==> src/rtl/brr_encoder.sv <==
// Streaming signed-16 PCM to BRR block encoder (filter 0) with ARAM byte addressing.
// Optional macro BRR_ENC_ROUND_EN selects round-to-nearest quantisation with saturation.
module brr_encoder (
   input  logic        clk,
   input  logic        reset,
   input  logic        cpu_en,
   input  logic        start,
   input  logic [15:0] base_addr,
   input  logic        loop_en,
   input  logic [15:0] pcm_in,
   input  logic        pcm_valid,
   input  logic        pcm_last,
   output logic        pcm_ready,
   output logic [7:0]  out_data,
   output logic [15:0] out_addr,
   output logic        out_valid,
   input  logic        out_ready,
   output logic        block_done
);
   localparam int unsigned SAMPLE_W = 15;
   localparam int unsigned BLOCK_N  = 16;

   typedef enum logic [1:0] {FILL, PAD, HEADER, DATA} state_t;

   state_t                     state;
   logic signed [SAMPLE_W-1:0] sbuf [BLOCK_N];
   logic [3:0]                 idx;
   logic [3:0]                 blk_shift;
   logic [2:0]                 n;
   logic                       end_flg;
   logic signed [SAMPLE_W-1:0] y;
   logic [3:0]                 y_shift;
   logic [3:0]                 next_shift;

   // Smallest shift s in 1..12 such that the sample fits in s+3 signed bits.
   function automatic logic [3:0] need_shift(input logic signed [14:0] v);
      logic [14:0] mag;
      logic [3:0]  s;
      mag = v[14] ? {1'b0, ~v[13:0]} : {1'b0, v[13:0]};
      s   = 4'd12;
      for (int k = 12; k >= 1; k--)
         if (mag < (15'd1 << (k + 2))) s = 4'(k);
      return s;
   endfunction

   function automatic logic [3:0] quant(input logic signed [14:0] v, input logic [3:0] sh);
`ifdef BRR_ENC_ROUND_EN
      logic signed [15:0] a;
      logic signed [15:0] t;
      if (sh < 4'd2) return v[3:0];
      a = {v[14], v} + (16'sd1 <<< (sh - 4'd2));
      t = a >>> (sh - 4'd1);
      if (t > 16'sd7) return 4'd7;
      if (t < -16'sd8) return 4'b1000;
      return t[3:0];
`else
      logic signed [14:0] t;
      t = v >>> (sh - 4'd1);
      return t[3:0];
`endif
   endfunction

   assign y          = pcm_in[15:1];
   assign y_shift    = need_shift(y);
   assign next_shift = (y_shift > blk_shift) ? y_shift : blk_shift;

   // Header carries loop_en live; data nibbles are quantised from the buffer on the fly.
   always_comb begin
      out_data = 8'h00;
      case (state)
         HEADER:  out_data = {blk_shift, 2'b00, loop_en, end_flg};
         DATA:    out_data = {quant(sbuf[{n, 1'b0}], blk_shift),
                              quant(sbuf[{n, 1'b1}], blk_shift)};
         default: out_data = 8'h00;
      endcase
   end

   always_ff @(posedge clk or posedge reset) begin
      if (reset) begin
         state      <= FILL;
         pcm_ready  <= 1'b1;
         out_valid  <= 1'b0;
         out_addr   <= 16'h0000;
         block_done <= 1'b0;
         idx        <= 4'd0;
         blk_shift  <= 4'd1;
         end_flg    <= 1'b0;
         n          <= 3'd0;
         for (int unsigned i = 0; i < BLOCK_N; i++) sbuf[i] <= '0;
      end else begin
         block_done <= 1'b0;
         if (cpu_en) begin
            if (start) begin
               state     <= FILL;
               pcm_ready <= 1'b1;
               out_valid <= 1'b0;
               out_addr  <= base_addr;
               idx       <= 4'd0;
               blk_shift <= 4'd1;
               end_flg   <= 1'b0;
            end else begin
               case (state)
                  FILL: if (pcm_valid) begin
                     sbuf[idx] <= y;
                     idx       <= idx + 4'd1;
                     blk_shift <= next_shift;
                     if (pcm_last) end_flg <= 1'b1;
                     if (idx == 4'd15) begin
                        state     <= HEADER;
                        pcm_ready <= 1'b0;
                        out_valid <= 1'b1;
                     end else if (pcm_last) begin
                        state     <= PAD;
                        pcm_ready <= 1'b0;
                     end
                  end
                  PAD: begin
                     sbuf[idx] <= '0;
                     idx       <= idx + 4'd1;
                     if (idx == 4'd15) begin
                        state     <= HEADER;
                        out_valid <= 1'b1;
                     end
                  end
                  HEADER: if (out_ready) begin
                     out_addr <= out_addr + 16'd1;
                     n        <= 3'd0;
                     state    <= DATA;
                  end
                  DATA: if (out_ready) begin
                     out_addr <= out_addr + 16'd1;
                     n        <= n + 3'd1;
                     if (n == 3'd7) begin
                        block_done <= 1'b1;
                        idx        <= 4'd0;
                        blk_shift  <= 4'd1;
                        end_flg    <= 1'b0;
                        state      <= FILL;
                        pcm_ready  <= 1'b1;
                        out_valid  <= 1'b0;
                     end
                  end
                  default: state <= FILL;
               endcase
            end
         end
      end
   end
endmodule

==> config.mk <==
export PLATFORM = sky130hd
export DESIGN_NAME = brr_encoder
export DESIGN_NICKNAME = d
export VERILOG_FILES = /design/src/rtl/brr_encoder.sv
export SDC_FILE = /design/constraint.sdc
export NUM_CORES = 1
export LEC_CHECK = 0
export CORE_UTILIZATION = 55
export CTS_CLUSTER_SIZE = 30
export DETAILED_ROUTE_END_ITERATION = 8
export PLACE_DENSITY = 0.73
export SLEW_MARGIN = 15
export SYNTH_ARGS = -nofsm -noshare
export SYNTH_HDL_FRONTEND = slang
export SYNTH_SLANG_ARGS = --single-unit
==> constraint.sdc <==
create_clock -name clk -period 10.2 [get_ports clk]
set_input_delay 2.04 -clock clk [delete_from_list [all_inputs] [get_ports clk]]
set_output_delay 2.04 -clock clk [all_outputs]
set_load 0.005 [all_outputs]
==> impl_metrics.py <==
metrics = {
    "grt": {
        "antenna_found_initial": 0,
        "grt_pass1_vias": 10460,
        "grt_max_degree": 148,
        "grt_use_total": 0.2807,
        "grt_overflow": 0,
        "grt_pass1_wl_um": 57160,
    },
    "yosys": {
        "ys_seq_area_frac": 0.4961,
        "synth_top_family_by_area": "compound AO/OA/AOI/OAI gates",
        "synthMuxAreaShare": 0.1211,
        "syn_area_per_cell_um2": 9.667,
        "dominantRegCellSynth": "dfrtp_1",
        "synth_edf_count": 0,
        "synthSimpleGateAreaFrac": 0.1401,
        "synth_xor_area_frac": 0.002543,
        "ys_ff_latch": 273,
        "syn_area_um2": 13780,
        "postSynth.asyncResetShare": 1.000,
        "synth_compound_area_frac": 0.1798,
        "synth_warnings": 0,
        "syn_nets": 1481,
        "synth_adder_area_share": 0.01453,
        "synth.distinct_cells": 67,
        "syn_inst": 1425,
    },
    "route": {
        "drt_iter0_markers": 885,
        "via_per_inst": 6.098,
        "via_count": 10790,
        "totalWireLength_um": 35120,
        "wl_per_cell_um": 19.85,
        "drc": 0,
        "first_pass_iters": 7,
        "antenna_left": 0,
    },
    "pwr": {
        "p_int_w": 0.002321,
        "power_frac_clock": 0.286,
        "p_per_area_nw_per_um2": 233.2,
        "switching_share": 0.3536,
        "vdd_drop_max_mv": 0.1737,
        "p_sw_w": 0.001270,
        "finalPower_w": 0.003591,
        "comb_power_share": 0.325,
        "power.leakage_nw": 6.420,
        "pwr-share-seq": 0.389,
    },
    "critical_path": {
        "path_class": "reg2out",
        "cp_data_arrival_time_ns": 4.69,
        "crit_path_top_delay_cell": "dfstp_2",
        "r2r_slack_ns": 6.84,
        "cp_max_fo": 28,
        "critical_path.top_delay_family": "compound AO/OA/AOI/OAI gates",
        "critPathLaunchType": "register",
        "end_kind": "output pin",
        "slowest_delay_ns": 0.92,
        "path_cells": "clkinv_1 -> buf_4 -> ha_1 -> xor2_1 -> buf_4 -> a221oi_1 -> a22oi_1 -> a211oi_2 -> a211oi_1 -> a221oi_1 -> clkdlybuf4s50_1",
        "path_buf_inv": 4,
        "crit_required_ns": 8.16,
    },
    "floorplanning": {
        "die_y_um": 160.3,
        "chipWidth_um": 160.3,
        "die-area_um2": 25680,
        "core_um2": 24460,
        "rows": 57,
        "start_util": 0.5631,
        "io_pins": 67,
    },
    "sta": {
        "period_needed_ns": 6.729,
        "slew_viol_final": 0,
        "maxSlewHeadroom": 0.2570,
        "rsz0062_at_grt": "false",
        "fin_setup_tns_ns": 0,
        "skew_ns": 0.01465,
        "hold_viol": 0,
        "fmax_mhz": 148.6,
        "finalCritPeriodShare": 0.6598,
        "setup_viol": 0,
        "worstMarginPinSlew_ns": 1.112,
    },
    "place": {
        "place_congestion": 0.9186,
        "io_buffers": 65,
        "hpwl_um": 22710,
        "dpl-instance-area_um2": 14430,
    },
    "clock_network": {
        "clk_path_buf_depth": 3,
        "htreeDepth": 1,
        "clk_pin_slew_ns": 0.06,
        "cts-root-buf": "clkbuf_16",
        "post-cts-setup-buffer-count": 0,
        "ctsResizeCount": 0,
        "cts_buffers": 29,
        "cts_hold_buf": 0,
        "clk_latency_ns": 0.56,
        "cts_tree": "built",
        "clock-sinks": 273,
    },
    "outcome": {
        "status": "complete, no violations",
    },
    "cells_and_area": {
        "drive_gt1_frac": 0.08581,
        "finalInstanceArea_um2": 15400,
        "area_delta_synth_final_pct": 11.77,
        "fin_nets": 1479,
        "antenna-diode-count": 0,
    },
    "job": {
        "drv_cap": 0,
    },
    "min_path": {
        "hold_class": "reg2reg",
    },
}
[state kept, by name, indices dropped and copies added, names as in the netlist]
signal	flops
blk_shift	4
block_done	1
end_flg	1
idx	4
n	3
out_addr	16
out_valid	1
pcm_ready	1
sbuf	240
state	2
[synthesized netlist by cell type (all sizes together), types with 8 or more instances]
cell / number / area [um2]
a31oi: 12 / 75.07
nor3: 19 / 95.09
a21oi: 27 / 135.1
a22oi: 14 / 110.1
clkbuf: 90 / 337.8
nand2b: 23 / 143.9
and3: 11 / 68.82
o21ai: 281 / 1406
nand3: 26 / 130.1
nor2: 30 / 112.6
buf: 26 / 221.5
mux2: 9 / 101.4
nor2b: 10 / 62.56
ha: 16 / 200.2
dfrtp: 271 / 6782
nor4: 8 / 50.05
nand2: 296 / 1119
inv: 17 / 63.81
o22ai: 32 / 212.7
mux2i: 83 / 830.8
a221oi: 8 / 70.07
o221ai: 9 / 78.83
mux4: 32 / 735.7
[tightest hold or removal path: cells and delay by family, from the launching register on]
kind            cells  cell delay, ns
flops               1            0.34
simple gates        1            0.04
compound gates      1            0.06
[final timing paths]
path | startpoint | depth (start not counted) | to
min in group asynchronous | reset | 2 | sbuf[157]$_DFFE_PP0P_
max reg2reg | state[1]$_DFFE_PP0P_ | 6 | sbuf[145]$_DFFE_PP0P_
min | sbuf[119]$_DFFE_PP0P_ | 2 | sbuf[119]$_DFFE_PP0P_
min reg2reg | sbuf[119]$_DFFE_PP0P_ | 2 | sbuf[119]$_DFFE_PP0P_
max in group asynchronous | reset | 3 | n[0]$_DFFE_PP0P_
max | blk_shift[0]$_DFFE_PP1P_ | 11 | out_data[7]
[logic make-up after synthesis]
group	Yosys count
AOI/OAI and AO/OA	428
xor gates and xnor gates	4
adders and majority gates	16
buffers and inverters	135
DFF	273
muxes	124
and+or+nand+nor	445
[stage by stage]
step / util / std cells / setup slack (ns) / hold WS [ns]
global route: 0.6294 / 1769 / 3.367 / 0.4928
floorplan: - / 1425 / 0.6396 / 0.4416
global placement: 0.5900 / 1716 / 4.250 / 0.4547
finish: 0.6294 / 1769 / 3.471 / 0.4748
detailed placement: 0.5900 / 1716 / 4.210 / 0.4638
CTS: 0.6284 / 1769 / 3.588 / 0.4768
[power by group through the flow]
| stage | sequential, W | clock, W | combinational (W) |
|---|---|---|---|
| final | 0.00140 | 0.00103 | 0.00117 |
| after global placement | 0.00140 | 0 | 0.00113 |
| after global routing | 0.00142 | 0.00108 | 0.00129 |
| after CTS | 0.00139 | 0.00104 | 0.00116 |
| after detailed placement | 0.00141 | 0 | 0.00115 |
| after floorplan | 0.00136 | 0 | 0.000862 |
[area by class of cell]
class / instances / area [um2]
Inverter: 19 / 78.83
Clock buffer: 45 / 875.8
Multi-Input combinational cell: 1017 / 6336
Sequential cell: 273 / 6840
Tap cell: 324 / 405.4
Fill cell: 2009 / 9065
Timing Repair Buffer: 83 / 798.3
Clock inverter: 8 / 62.56
[per-layer routing]
layer | GRT usage | wire, um | vias up
met1 | 0.3964 | 15600 | 5330
met5 | 0 | 0 | -
met3 | 0.03455 | 1856 | 70
met4 | 0.08095 | 964 | 0
met2 | 0.4579 | 16700 | 318
li1 | - | - | 5070
[layout by cell type, fill, tap and decap left out, types with 5 or more instances in the layout]
cell type / Yosys / routed
nand2_1: 295 / 295
o21ai_0: 279 / 278
dfrtp_1: 271 / 268
mux2i_1: 83 / 83
clkdlybuf4s50_1: 0 / 65
nor2_1: 30 / 30
o22ai_1: 30 / 30
clkbuf_16: 0 / 29
mux4_2: 28 / 28
a21oi_1: 27 / 27
nand2b_1: 23 / 23
nand3_1: 26 / 21
nor3_1: 19 / 19
buf_4: 8 / 17
inv_1: 17 / 16
ha_1: 16 / 16
a22oi_1: 13 / 13
a31oi_1: 12 / 12
and3_1: 11 / 11
nor2b_1: 10 / 10
mux2_2: 9 / 9
o221ai_1: 9 / 9
clkbuf_8: 0 / 9
nor4_1: 8 / 8
a221oi_1: 8 / 8
clkbuf_1: 90 / 7
o21a_1: 6 / 6
nand3_2: 0 / 5
or2_2: 5 / 5
and2_1: 5 / 5
nand4_1: 5 / 5
clkinv_2: 0 / 5
(Power assumes the default switching activity.)
